==> src/rtl/muldiv_ctrl_if.sv <==
// rtl/muldiv_ctrl_if.sv - request/response handshake bundle for the mul/div sequencer
interface muldiv_ctrl_if #(
  parameter int WIDTH = 64
);
  logic             req_valid;
  logic             req_ready;
  logic [3:0]       req_op;
  logic [WIDTH-1:0] req_a;
  logic [WIDTH-1:0] req_b;
  logic             resp_valid;
  logic             resp_ready;
  logic [WIDTH-1:0] resp_data;

  modport master (
    output req_valid, req_op, req_a, req_b, resp_ready,
    input  req_ready, resp_valid, resp_data
  );

  modport slave (
    input  req_valid, req_op, req_a, req_b, resp_ready,
    output req_ready, resp_valid, resp_data
  );
endinterface

==> src/rtl/muldiv_ctrl.sv <==
// rtl/muldiv_ctrl.sv - sequencer for the shared multicycle multiplier and unsigned divider
module muldiv_ctrl #(
  parameter int WIDTH    = 64,
  parameter int MAX_WAIT = 255
) (
  input  logic               clk,
  input  logic               reset,
  input  logic               flush,
  muldiv_ctrl_if.slave       bus,
  output logic               err,
  output logic               mul_valid,
  output logic [WIDTH-1:0]   mul_a,
  output logic [WIDTH-1:0]   mul_b,
  input  logic               mul_done,
  input  logic [WIDTH-1:0]   mul_c,
  output logic               div_valid,
  output logic [WIDTH-1:0]   div_a,
  output logic [WIDTH-1:0]   div_b,
  input  logic               div_done,
  input  logic [2*WIDTH-1:0] div_res
);
  localparam int CW = $clog2(MAX_WAIT + 1);
  localparam logic [WIDTH-1:0] MIN_NEG = {1'b1, {(WIDTH-1){1'b0}}};

  typedef enum logic [2:0] {IDLE, MUL_RUN, DIV_RUN, FIX, RESP} state_t;

  state_t            state, state_n;
  logic [3:0]        op_q;
  logic              sa_q, sb_q;
  logic [WIDTH-1:0]  opa, opb, res_q;
  logic [CW-1:0]     cnt;

  function automatic logic op_w(input logic [3:0] op);
    return (op == 4'd1) || (op >= 4'd6 && op <= 4'd9);
  endfunction

  function automatic logic op_rem(input logic [3:0] op);
    return (op == 4'd4) || (op == 4'd5) || (op == 4'd8) || (op == 4'd9);
  endfunction

  function automatic logic op_sgn(input logic [3:0] op);
    return (op == 4'd2) || (op == 4'd4) || (op == 4'd6) || (op == 4'd8);
  endfunction

  function automatic logic [WIDTH-1:0] sext32(input logic [31:0] x);
    return {{(WIDTH-32){x[31]}}, x};
  endfunction

  function automatic logic [WIDTH-1:0] zext32(input logic [31:0] x);
    return {{(WIDTH-32){1'b0}}, x};
  endfunction

  logic             accept, w_in, sgn_in, rem_in, mul_in, bad_in, bz, ovf, spec_hit;
  logic             sa_in, sb_in, fire, wd_hit, neg;
  logic [31:0]      a_lo, b_lo;
  logic [WIDTH-1:0] opa_n, opb_n, spec_res, fix_tmp, fix_res;

  assign bus.req_ready  = reset && (state == IDLE) && !flush;
  assign bus.resp_valid = (state == RESP);
  assign bus.resp_data  = res_q;
  assign mul_valid      = (state == MUL_RUN);
  assign div_valid      = (state == DIV_RUN);
  assign mul_a          = opa;
  assign mul_b          = opb;
  assign div_a          = opa;
  assign div_b          = opb;
  assign accept         = bus.req_valid && bus.req_ready;
  assign wd_hit         = (cnt == CW'(MAX_WAIT - 1));

  // Decode the incoming op and resolve cases that never need a unit.
  always_comb begin
    a_lo     = bus.req_a[31:0];
    b_lo     = bus.req_b[31:0];
    w_in     = op_w(bus.req_op);
    sgn_in   = op_sgn(bus.req_op);
    rem_in   = op_rem(bus.req_op);
    mul_in   = (bus.req_op < 4'd2);
    bad_in   = (bus.req_op > 4'd9);
    sa_in    = w_in ? bus.req_a[31] : bus.req_a[WIDTH-1];
    sb_in    = w_in ? bus.req_b[31] : bus.req_b[WIDTH-1];
    bz       = w_in ? (b_lo == 32'd0) : (bus.req_b == '0);
    ovf      = sgn_in && (w_in ? (a_lo == 32'h8000_0000 && b_lo == 32'hFFFF_FFFF)
                               : (bus.req_a == MIN_NEG && bus.req_b == '1));
    spec_hit = bad_in || (!mul_in && (bz || ovf));
    opa_n    = bus.req_a;
    opb_n    = bus.req_b;
    case (bus.req_op)
      4'd2, 4'd4: begin
        opa_n = bus.req_a[WIDTH-1] ? ('0 - bus.req_a) : bus.req_a;
        opb_n = bus.req_b[WIDTH-1] ? ('0 - bus.req_b) : bus.req_b;
      end
      4'd6, 4'd8: begin
        opa_n = zext32(a_lo[31] ? (32'd0 - a_lo) : a_lo);
        opb_n = zext32(b_lo[31] ? (32'd0 - b_lo) : b_lo);
      end
      4'd7, 4'd9: begin
        opa_n = zext32(a_lo);
        opb_n = zext32(b_lo);
      end
      default: ;
    endcase
    spec_res = '0;
    if (!bad_in && bz)
      spec_res = rem_in ? (w_in ? sext32(a_lo) : bus.req_a) : '1;
    else if (!bad_in && ovf)
      spec_res = rem_in ? '0 : (w_in ? sext32(a_lo) : bus.req_a);
  end

  always_comb begin
    neg     = op_sgn(op_q) && (op_rem(op_q) ? sa_q : (sa_q ^ sb_q));
    fix_tmp = neg ? ('0 - res_q) : res_q;
    fix_res = op_w(op_q) ? sext32(fix_tmp[31:0]) : fix_tmp;
  end

  always_ff @(posedge clk or negedge reset) begin
    if (!reset) state <= IDLE;
    else        state <= state_n;
  end

  always_comb begin
    state_n = state;
    fire    = 1'b0;
    case (state)
      IDLE:    if (accept) state_n = spec_hit ? RESP : (mul_in ? MUL_RUN : DIV_RUN);
      MUL_RUN: if (mul_done) state_n = FIX;
               else if (wd_hit) begin state_n = RESP; fire = 1'b1; end
      DIV_RUN: if (div_done) state_n = FIX;
               else if (wd_hit) begin state_n = RESP; fire = 1'b1; end
      FIX:     state_n = RESP;
      RESP:    if (bus.resp_ready) state_n = IDLE;
      default: state_n = IDLE;
    endcase
    if (flush) begin
      state_n = IDLE;
      fire    = 1'b0;
    end
  end

  always_ff @(posedge clk or negedge reset) begin
    if (!reset) begin
      op_q  <= '0;
      sa_q  <= 1'b0;
      sb_q  <= 1'b0;
      opa   <= '0;
      opb   <= '0;
      res_q <= '0;
      cnt   <= '0;
      err   <= 1'b0;
    end else begin
      err <= fire;
      case (state)
        IDLE: if (accept) begin
          op_q  <= bus.req_op;
          sa_q  <= sa_in;
          sb_q  <= sb_in;
          opa   <= opa_n;
          opb   <= opb_n;
          cnt   <= '0;
          res_q <= spec_res;
        end
        MUL_RUN, DIV_RUN: begin
          cnt <= cnt + 1'b1;
          if (state == MUL_RUN && mul_done)
            res_q <= mul_c;
          else if (state == DIV_RUN && div_done)
            res_q <= op_rem(op_q) ? div_res[2*WIDTH-1:WIDTH] : div_res[WIDTH-1:0];
          else if (fire)
            res_q <= '0;
        end
        FIX:     res_q <= fix_res;
        default: ;
      endcase
    end
  end
endmodule

==> src/flat_wrapper.sv <==
// flat-port wrapper written by rule: the top's interface ports become plain ports
module muldiv_ctrl_flat 
#(
  parameter int WIDTH    = 64,
  parameter int MAX_WAIT = 255
)
  (clk, reset, flush, err, mul_valid, mul_a, mul_b, mul_done, mul_c, div_valid, div_a, div_b, div_done, div_res, bus_req_valid, bus_req_op, bus_req_a, bus_req_b, bus_resp_ready, bus_req_ready, bus_resp_valid, bus_resp_data);
  muldiv_ctrl_if #(.WIDTH(WIDTH)) bus_i ();
  input  logic clk;
  input  logic reset;
  input  logic flush;
  output logic err;
  output logic mul_valid;
  output logic [WIDTH-1:0] mul_a;
  output logic [WIDTH-1:0] mul_b;
  input  logic mul_done;
  input  logic [WIDTH-1:0] mul_c;
  output logic div_valid;
  output logic [WIDTH-1:0] div_a;
  output logic [WIDTH-1:0] div_b;
  input  logic div_done;
  input  logic [2*WIDTH-1:0] div_res;
  input wire logic [$bits(bus_i.req_valid)-1:0] bus_req_valid;
  input wire logic [$bits(bus_i.req_op)-1:0] bus_req_op;
  input wire logic [$bits(bus_i.req_a)-1:0] bus_req_a;
  input wire logic [$bits(bus_i.req_b)-1:0] bus_req_b;
  input wire logic [$bits(bus_i.resp_ready)-1:0] bus_resp_ready;
  output wire logic [$bits(bus_i.req_ready)-1:0] bus_req_ready;
  output wire logic [$bits(bus_i.resp_valid)-1:0] bus_resp_valid;
  output wire logic [$bits(bus_i.resp_data)-1:0] bus_resp_data;
  assign bus_i.req_valid = bus_req_valid;
  assign bus_i.req_op = bus_req_op;
  assign bus_i.req_a = bus_req_a;
  assign bus_i.req_b = bus_req_b;
  assign bus_i.resp_ready = bus_resp_ready;
  assign bus_req_ready = bus_i.req_ready;
  assign bus_resp_valid = bus_i.resp_valid;
  assign bus_resp_data = bus_i.resp_data;
  muldiv_ctrl #(.WIDTH(WIDTH), .MAX_WAIT(MAX_WAIT)) u_core (.clk(clk), .reset(reset), .flush(flush), .bus(bus_i), .err(err), .mul_valid(mul_valid), .mul_a(mul_a), .mul_b(mul_b), .mul_done(mul_done), .mul_c(mul_c), .div_valid(div_valid), .div_a(div_a), .div_b(div_b), .div_done(div_done), .div_res(div_res));
endmodule
==> config.mk <==
export PLATFORM = sky130hd
export DESIGN_NAME = muldiv_ctrl_flat
export DESIGN_NICKNAME = d
export VERILOG_FILES = /design/src/rtl/muldiv_ctrl_if.sv /design/src/rtl/muldiv_ctrl.sv /design/src/flat_wrapper.sv
export SDC_FILE = /design/constraint.sdc
export NUM_CORES = 1
export LEC_CHECK = 0
export CORE_AREA = 5 5 253 255
export DETAILED_ROUTE_END_ITERATION = 10
export DIE_AREA = 0 0 258 260
export HOLD_SLACK_MARGIN = 0.06
export MAX_ROUTING_LAYER = met4
export SLEW_MARGIN = 20
export SYNTH_ARGS = -nofsm -noshare
export SYNTH_HDL_FRONTEND = slang
export SYNTH_SLANG_ARGS = --single-unit
==> constraint.sdc <==
create_clock -name clk -period 2.56 [get_ports clk]
set_input_delay 0.64 -clock clk [delete_from_list [all_inputs] [get_ports clk]]
set_output_delay 0.64 -clock clk [all_outputs]
set_load 0.02 [all_outputs]
==> metrics.txt, run 1 <==
status complete, but fails checks; violated checks negative setup slack; simple-gate share of the synthesized area 24.7%; clock skew 0.0210 ns; 1st-iter DRT viols 1254; Final period util 115%; die area 67100 µm²; cell area after synthesis 16100 µm²; vias in the first global route 20600; CP endpoint kind register; Clock Sink Count 210; Die Ht 260 µm; Max-cap violations 0; r2r startpoint u_core.bus.resp_data[4]$_DFFE_PN0P_; initial antenna violation count 12; routed via count divided by cell count 5.16; H-tree depth 1; CTS buffer count 27; Initial DRT Pass Iterations 5; total power 0.0203 W; routed vias 20300; CP Launch Type primary input; first-pass GRT wire length 137 mm; min cycle time layout 2.95 ns; multiplexer area fraction after synthesis 0.939%; Fin Setup TNS -12.41 ns; FF+latch count, synth 210; Initial Utilization 26.3%; Area contributors post-synth dfrtp_1 (33%), nand2_1 (8.4%), buf_4 (6.1%); clk buf depth 3; largest family of logic cells by synthesized area simple AND/OR/NAND/NOR gates; register area share after synthesis 32.6%; Worst Setup SP bus_req_a[26]; top cell type's share of synthesized area 32.6%; GRT Util Overall 27.2%; Unique masters post-synth 80; Fin Hold WS 0.148 ns; final net count 3450; Critical Path RT 3.06 ns; Setup CP Type primary input to register; final WL 95.1 mm; routed len/inst 24.2 µm; proportion of layout cells with a drive suffix above 1 32.7%; Antenna Nets Post-Route 0; async set-reset flop share out of synthesis 100%; Syn-to-layout area delta 87.4%; post-route setup slack -0.387 ns; Final Hold Viols 0; complex-gate fraction of the synthesized area 23.7%; CTS tree built; Root Buffer clkbuf_16; Power Density 672 nW/µm²; total congestion overflow 0; Static Leak 13.1 nW; Post-DP HPWL 75.8 mm; clock latency on the worst-skew pair 0.58 ns; setup slack at placement -1.42 ns; FILL cells 5866; maximum clock rate 0.339 GHz; Ys Warns 0; width of the chip 258 µm; post-synthesis cell count 2099; clock slew at reported path FFs 0.07 ns; Critical Path Fanout Max 2; EDFF count, synth 0; measured slew at the worst slew-check pin 0.912 ns; unrepaired setup endpoints after global routing true; Synth Area in Adders 0.683%; top_reg_cell synth dfrtp_1; worst rel slew slack 39.2%; largest net degree at the start of global routing 128; most common cell in the netlist nand2_1; post-synth top area cell dfrtp_1; Boundary Pins 656; Hold WC Path Type primary input to async pin; Max VDD drop 0.483 mV; syn avg cell area 7.68 µm²; Slew Viols, Final 0; CORE AREA 61400 µm²; WP data arrival 3.45 ns; DRC viols 0; syn nets 2438; Port Buffers 655; gpl congestion 0.979; Rows 91; # setup viols final 74; XOR/XNOR Fraction of Synth Area 8.15%; most frequent cells after synthesis nand2_1 (360), dfrtp_1 (210), o21ai_0 (179), a21oi_1 (175), nor2_1 (171); Post-CTS Hold Fix Bufs 0
[stage by stage]
stage / util [%] / instances / instance area [µm²]
5_1_grt: 49.2 / 3932 / 30200
2_1_floorplan: - / 2099 / 16600
3_3_place_gp: 43.7 / 3803 / 26800
3_5_place_dp: 43.7 / 3803 / 26800
4_1_cts: 46.5 / 3874 / 28500
6_report: 49.2 / 3934 / 30200
[layout by cell type, fill, tap and decap left out, types with 23 or more instances in the layout]
cell	synthesis	layout
buf_12	0	31
or4_4	4	29
a31oi_1	24	23
a21oi_2	0	29
a21oi_1	175	144
xnor2_1	57	55
buf_6	0	53
dlymetal6s2s_1	0	49
nand2_1	360	332
clkbuf_2	0	36
o21ai_0	179	145
a21o_1	44	43
nor2_1	171	154
dfrtp_1	210	208
nor3_1	53	33
xor2_1	93	93
o31ai_1	54	37
o21ai_1	30	23
buf_4	130	498
o21ai_2	0	41
nand4_1	31	31
clkdlybuf4s50_1	0	525
clkbuf_16	0	29
[worst max-delay path, cell delays in order]
cell and delay (ns):
buf_6 0.09, or3_4 0.38, or4_4 0.44, or4_4 0.59, nor2_4 0.14, ha_4 0.21, or3b_4 0.37, a21oi_2 0.12
a31oi_1 0.06, nor2_1 0.11, a21oi_1 0.05, nor2_1 0.08, a21oi_1 0.05, o21ai_1 0.12
[per-layer routing]
layer | GRT usage, % | wire (µm) | vias to the layer above
li1 | - | - | 9423
met1 | 33.9 | 39300 | 9992
met2 | 47.0 | 47800 | 755
met3 | 4.55 | 5840 | 117
met4 | 5.52 | 2140 | 0
met5 | - | 0 | -
[timing repair]
item                       CTS  global route
buffers inserted            20            51
gates resized for setup    264           424
setup endpoints to repair  148           166
gates cloned                 6             2
pin swaps                   75           182
[power by group]
| part | internal, W | switching [W] | total [W] |
|---|---|---|---|
| clock | 0.00253 | 0.00170 | 0.00424 |
| combinational | 0.00515 | 0.00578 | 0.0109 |
| sequential | 0.00418 | 0.000955 | 0.00513 |
[registers in the layout (all words and copies together), names as in the netlist]
register	cells
u_core.op_q	4
u_core.state	3
u_core.sa_q	1
u_core.sb_q	1
u_core.div_a	64
u_core.bus.resp_data	64
u_core.div_b	64
u_core.cnt	8
u_core.err	1
[final timing paths]
path	end	slack [ns]	cells after the start
worst max-delay path	u_core.div_a[31]$_DFFE_PN0P_	-0.39	14
worst min-delay path	u_core.div_b[2]$_DFFE_PN0P_	0.15	2
worst max register to register	u_core.bus.resp_data[33]$_DFFE_PN0P_	-0.28	12
worst min register to register	u_core.div_a[14]$_DFFE_PN0P_	0.51	2
max in group asynchronous	u_core.bus.resp_data[49]$_DFFE_PN0P_	1.12	3
min in group clk	u_core.div_b[0]$_DFFE_PN0P_	0.46	4
[cell type report]
cell class	instances	area (µm²)	area share (%)
Timing Repair Buffer	1235	11500	38.1
Inverter	14	67.6	0.224
Antenna cell	12	30.0	0.0994
Tap cell	790	988	3.27
Clock buffer	33	728	2.41
Multi-Input combinational cell	1623	11400	37.7
Sequential cell	210	5260	17.4
Clock inverter	17	233	0.771
[logic make-up (layout without fill, tap and decap cells)]
logic type / Yosys count / count (layout)
AO/OA/AOI/OAI: 622 / 622
XOR/XNOR: 150 / 150
adder cells (fa/ha/maj): 9 / 9
buffers and inverters: 266 / 1299
flip-flops: 210 / 210
multiplexers: 15 / 15
other: 0 / 12
AND/OR/NAND/NOR: 827 / 827
Power figures use the tool's default switching activity.
==> run 2: changes to the inputs <==
--- a/config.mk
+++ b/config.mk
@@ -5,11 +5,13 @@
 export SDC_FILE = /design/constraint.sdc
 export NUM_CORES = 1
 export LEC_CHECK = 0
+export CAP_MARGIN = 5
 export CORE_AREA = 5 5 253 255
 export DETAILED_ROUTE_END_ITERATION = 10
 export DIE_AREA = 0 0 258 260
 export HOLD_SLACK_MARGIN = 0.06
 export MAX_ROUTING_LAYER = met4
+export PLACE_DENSITY_LB_ADDON = 0.3
 export SLEW_MARGIN = 20
 export SYNTH_ARGS = -nofsm -noshare
 export SYNTH_HDL_FRONTEND = slang
==> run 2 against run 1 <==
  * The flow finishes with violations (design-rule violations, negative setup slack)
  * Combinational power is 4% lower
  * Die area is the same
  * Cell count fell by 0.58%
  * Count of clock-buffer cells in the layout up 2
  * Critical path type unchanged
  * Largest cell class unchanged
==> metrics.txt, run 2 (same netlist as run 1, synthesis figures left out) <==
status complete, but fails checks (unchanged); violated checks design-rule violations, negative setup slack (was negative setup slack); vias in the first global route 20200 (was 20600); Slew Viols, Final 0 (unchanged); CP Launch Type primary input (unchanged); met2 Resource Use GR 42.7% (was 47.0%); cell type of the slowest stage on the worst timing path or4_4 (unchanged); Critical Path RT 3.07 ns (was 3.06 ns); flop-to-flop setup slack -0.22 ns (was -0.28 ns); gpl congestion 0.960 (was 0.979); Root Buffer clkbuf_16 (unchanged); measured slew at the worst slew-check pin 0.876 ns (was 0.912 ns); first-pass GRT wire length 125 mm (was 137 mm); CP endpoint kind register (unchanged); CP peak stage delay 0.56 ns (was 0.59 ns); total power 0.0198 W (was 0.0203 W); Rows 91 (unchanged); Initial DRT Pass Iterations 8 (was 5); Clock power frac 21.3% (was 20.9%); WP data arrival 3.49 ns (was 3.45 ns); Reg area 5260 µm² (about the same); clock slew at reported path FFs 0.06 ns (was 0.07 ns); Post-CTS Hold Fix Bufs 0 (unchanged); Fin Hold WS 0.370 ns (was 0.148 ns); Port Buffers 655 (unchanged); busiest layer in global routing met2 (unchanged); Post-DP HPWL 68.1 mm (was 75.8 mm); met1 Use GR 29.2% (was 33.9%); Boundary Pins 656 (unchanged); Setup CP Type primary input to register (unchanged); total congestion overflow 0 (unchanged); fin util 48.6% (was 49.2%); routed via count divided by cell count 5.10 (was 5.16); Critical Path Fanout Max 2 (unchanged); 1st-iter DRT viols 1179 (was 1254); Max-cap violations 0 (unchanged); H-tree depth 1 (unchanged); Top cell by count, worst path a21oi_2; met3 Track Usage GR 4.30% (was 4.55%); FILL cells 5794 (was 5866); worst-path cell chain buf_6 -> or4_4 -> or3_4 -> or4_4 -> nor2_2 -> ha_1 -> or3b_4 -> a21oi_2 -> a31oi_1 -> nor2_1 -> a21oi_2 -> nor2_2 -> a21oi_2 -> o21ai_1 (was buf_6 -> or3_4 -> or4_4 -> or4_4 -> nor2_4 -> ha_4 -> or3b_4 -> a21oi_2 -> a31oi_1 -> nor2_1 -> a21oi_1 -> nor2_1 -> a21oi_1 -> o21ai_1); Static Leak 13.0 nW (was 13.1 nW); clock latency on the worst-skew pair 0.59 ns (was 0.58 ns); Clock Sink Count 210 (unchanged); sw power 0.00813 W (was 0.00844 W); routed len/inst 22.1 µm (was 24.2 µm); largest net degree at the start of global routing 147 (was 128); worst rel slew slack 41.6% (was 39.2%); final net count 3429 (was 3450); CTS tree built (unchanged); initial antenna violation count 7 (was 12); Final Hold Viols 0 (unchanged); CORE AREA 61400 µm² (unchanged); worst path bufs/invs 1 (unchanged); r2r startpoint u_core.bus.resp_data[19]$_DFFE_PN0P_ (was u_core.bus.resp_data[4]$_DFFE_PN0P_); post-route setup slack -0.418 ns (was -0.387 ns); Syn-to-layout area delta 85.2% (was 87.4%); Sequential Power Share 25.5% (was 25.3%); # setup viols final 81 (was 74); maximum clock rate 0.336 GHz (was 0.339 GHz); clock skew 0.0135 ns (was 0.0210 ns); clk buf depth 3 (unchanged); area of the multi-input gates 11100 µm² (was 11400 µm²); Power Density 664 nW/µm² (was 672 nW/µm²); GRT Util Overall 24.4% (was 27.2%); Top delay family on crit path simple AND/OR/NAND/NOR gates (unchanged); Initial Utilization 26.3% (unchanged); proportion of layout cells with a drive suffix above 1 30.4% (was 32.7%); routed vias 20000 (was 20300); Int Power 0.0117 W (was 0.0119 W); DRC viols 4 (was 0); commonest non-fill, non-tap cells in the layout clkdlybuf4s50_1 (542), buf_4 (492), nand2_1 (329) (was clkdlybuf4s50_1 (525), buf_4 (498), nand2_1 (332)); Hold WC Path Type primary input to async pin (unchanged); width of the chip 258 µm (unchanged); unrepaired setup endpoints after global routing true (unchanged); combinational share of power 53.2% (was 53.8%); Final period util 116% (was 115%); Net Sw Frac 41.0% (was 41.6%); Max VDD drop 0.420 mV (was 0.483 mV); CTS buffer count 29 (was 27); worst r2r dst u_core.bus.resp_data[63]$_DFFE_PN0P_ (was u_core.bus.resp_data[33]$_DFFE_PN0P_); die area 67100 µm² (unchanged); r2r worst-path depth 10 (was 12); most common cell after layout, fill and taps aside clkdlybuf4s50_1 (unchanged); Fin Setup TNS -18.38 ns (was -12.41 ns); final WL 86.3 mm (was 95.1 mm); min cycle time layout 2.98 ns (was 2.95 ns); Die Ht 260 µm (unchanged); Antenna Nets Post-Route 0 (unchanged)
==> run 2: cell types whose count changed in the layout (fill, tap and decap cells not counted), moves of 6 or more <==
cell             delta
clkdlybuf4s50_1    +17
nand2_2             -7
buf_6              -19
clkbuf_2           -19
nor3_1             +10
o21ai_2             -6
nor3_4             -10
dlymetal6s2s_1     +15
nand2_4             +9
nor4_1              +6
buf_4               -6
==> run 2: power by group through the flow <==
stage	combinational [W]	clock (W)	sequential [W]
after detailed placement	0.0101	0	0.00509
after floorplan	0.00385	0	0.00603
after CTS	0.0102	0.00429	0.00505
after global placement	0.0101	0	0.00505
final	0.0105	0.00421	0.00506
after global routing	0.0112	0.00445	0.00517
==> run 2: worst max-delay path by stage <==
| stage | from | end | slack (ns) | cells past startpoint |
|---|---|---|---|---|
| after global routing | bus_req_a[12] | u_core.div_a[31]$_DFFE_PN0P_ | -0.51 | 14 |
| after global placement | bus_req_a[24] | u_core.div_a[31]$_DFFE_PN0P_ | -1.49 | 14 |
| final | bus_req_a[12] | u_core.div_a[31]$_DFFE_PN0P_ | -0.42 | 14 |
| after CTS | bus_req_a[12] | u_core.div_a[31]$_DFFE_PN0P_ | -0.41 | 14 |
| after detailed placement | bus_req_a[25] | u_core.div_a[31]$_DFFE_PN0P_ | -1.43 | 14 |
| after floorplan | bus_req_a[5] | u_core.div_a[31]$_DFFE_PN0P_ | -0.75 | 13 |
==> run 2: cell type report <==
| cell class | instances | share of cell area, % |
|---|---|---|
| Timing Repair Buffer | 1212 | 38.1 |
| Multi-Input combinational cell | 1623 | 37.4 |
| Sequential cell | 210 | 17.6 |
| Tap cell | 790 | 3.31 |
| Clock buffer | 35 | 2.64 |
| Clock inverter | 18 | 0.616 |
| Inverter | 14 | 0.235 |
| Antenna cell | 9 | 0.0755 |
==> run 2: worst register-to-register path, cell delays in order (launching register included) <==
cell	delay [ns]
dfrtp_1	0.39
nor4_2	0.35
buf_4	0.18
buf_6	0.09
nand4b_1	0.21
nor3_4	0.21
nand4_1	0.17
or3_4	0.37
or4_4	0.49
o22ai_2	0.13
a21oi_1	0.06
==> run 2: metrics by stage <==
stage / area [µm²] / instances / setup WS [ns]
2_1_floorplan: 16600 / 2099 / -0.754
3_3_place_gp: 26800 / 3793 / -1.49
3_5_place_dp: 26800 / 3793 / -1.43
4_1_cts: 28300 / 3863 / -0.414
5_1_grt: 29800 / 3909 / -0.513
6_report: 29800 / 3911 / -0.418
==> run 2: what timing repair did <==
action	4_1_cts	5_1_grt
endpoints found under the setup margin	150	160
gates cloned	1	4
setup buffers	17	39
gates resized for setup	168	359
pin swaps	48	166
==> run 2: per-layer routing <==
layer	wire length [µm]	vias up	part of all wire (%)
met3	5280	143	6.1
met5	0	-	0
met1	34800	9679	40
met4	2540	0	2.9
li1	-	9391	-
met2	43600	748	51
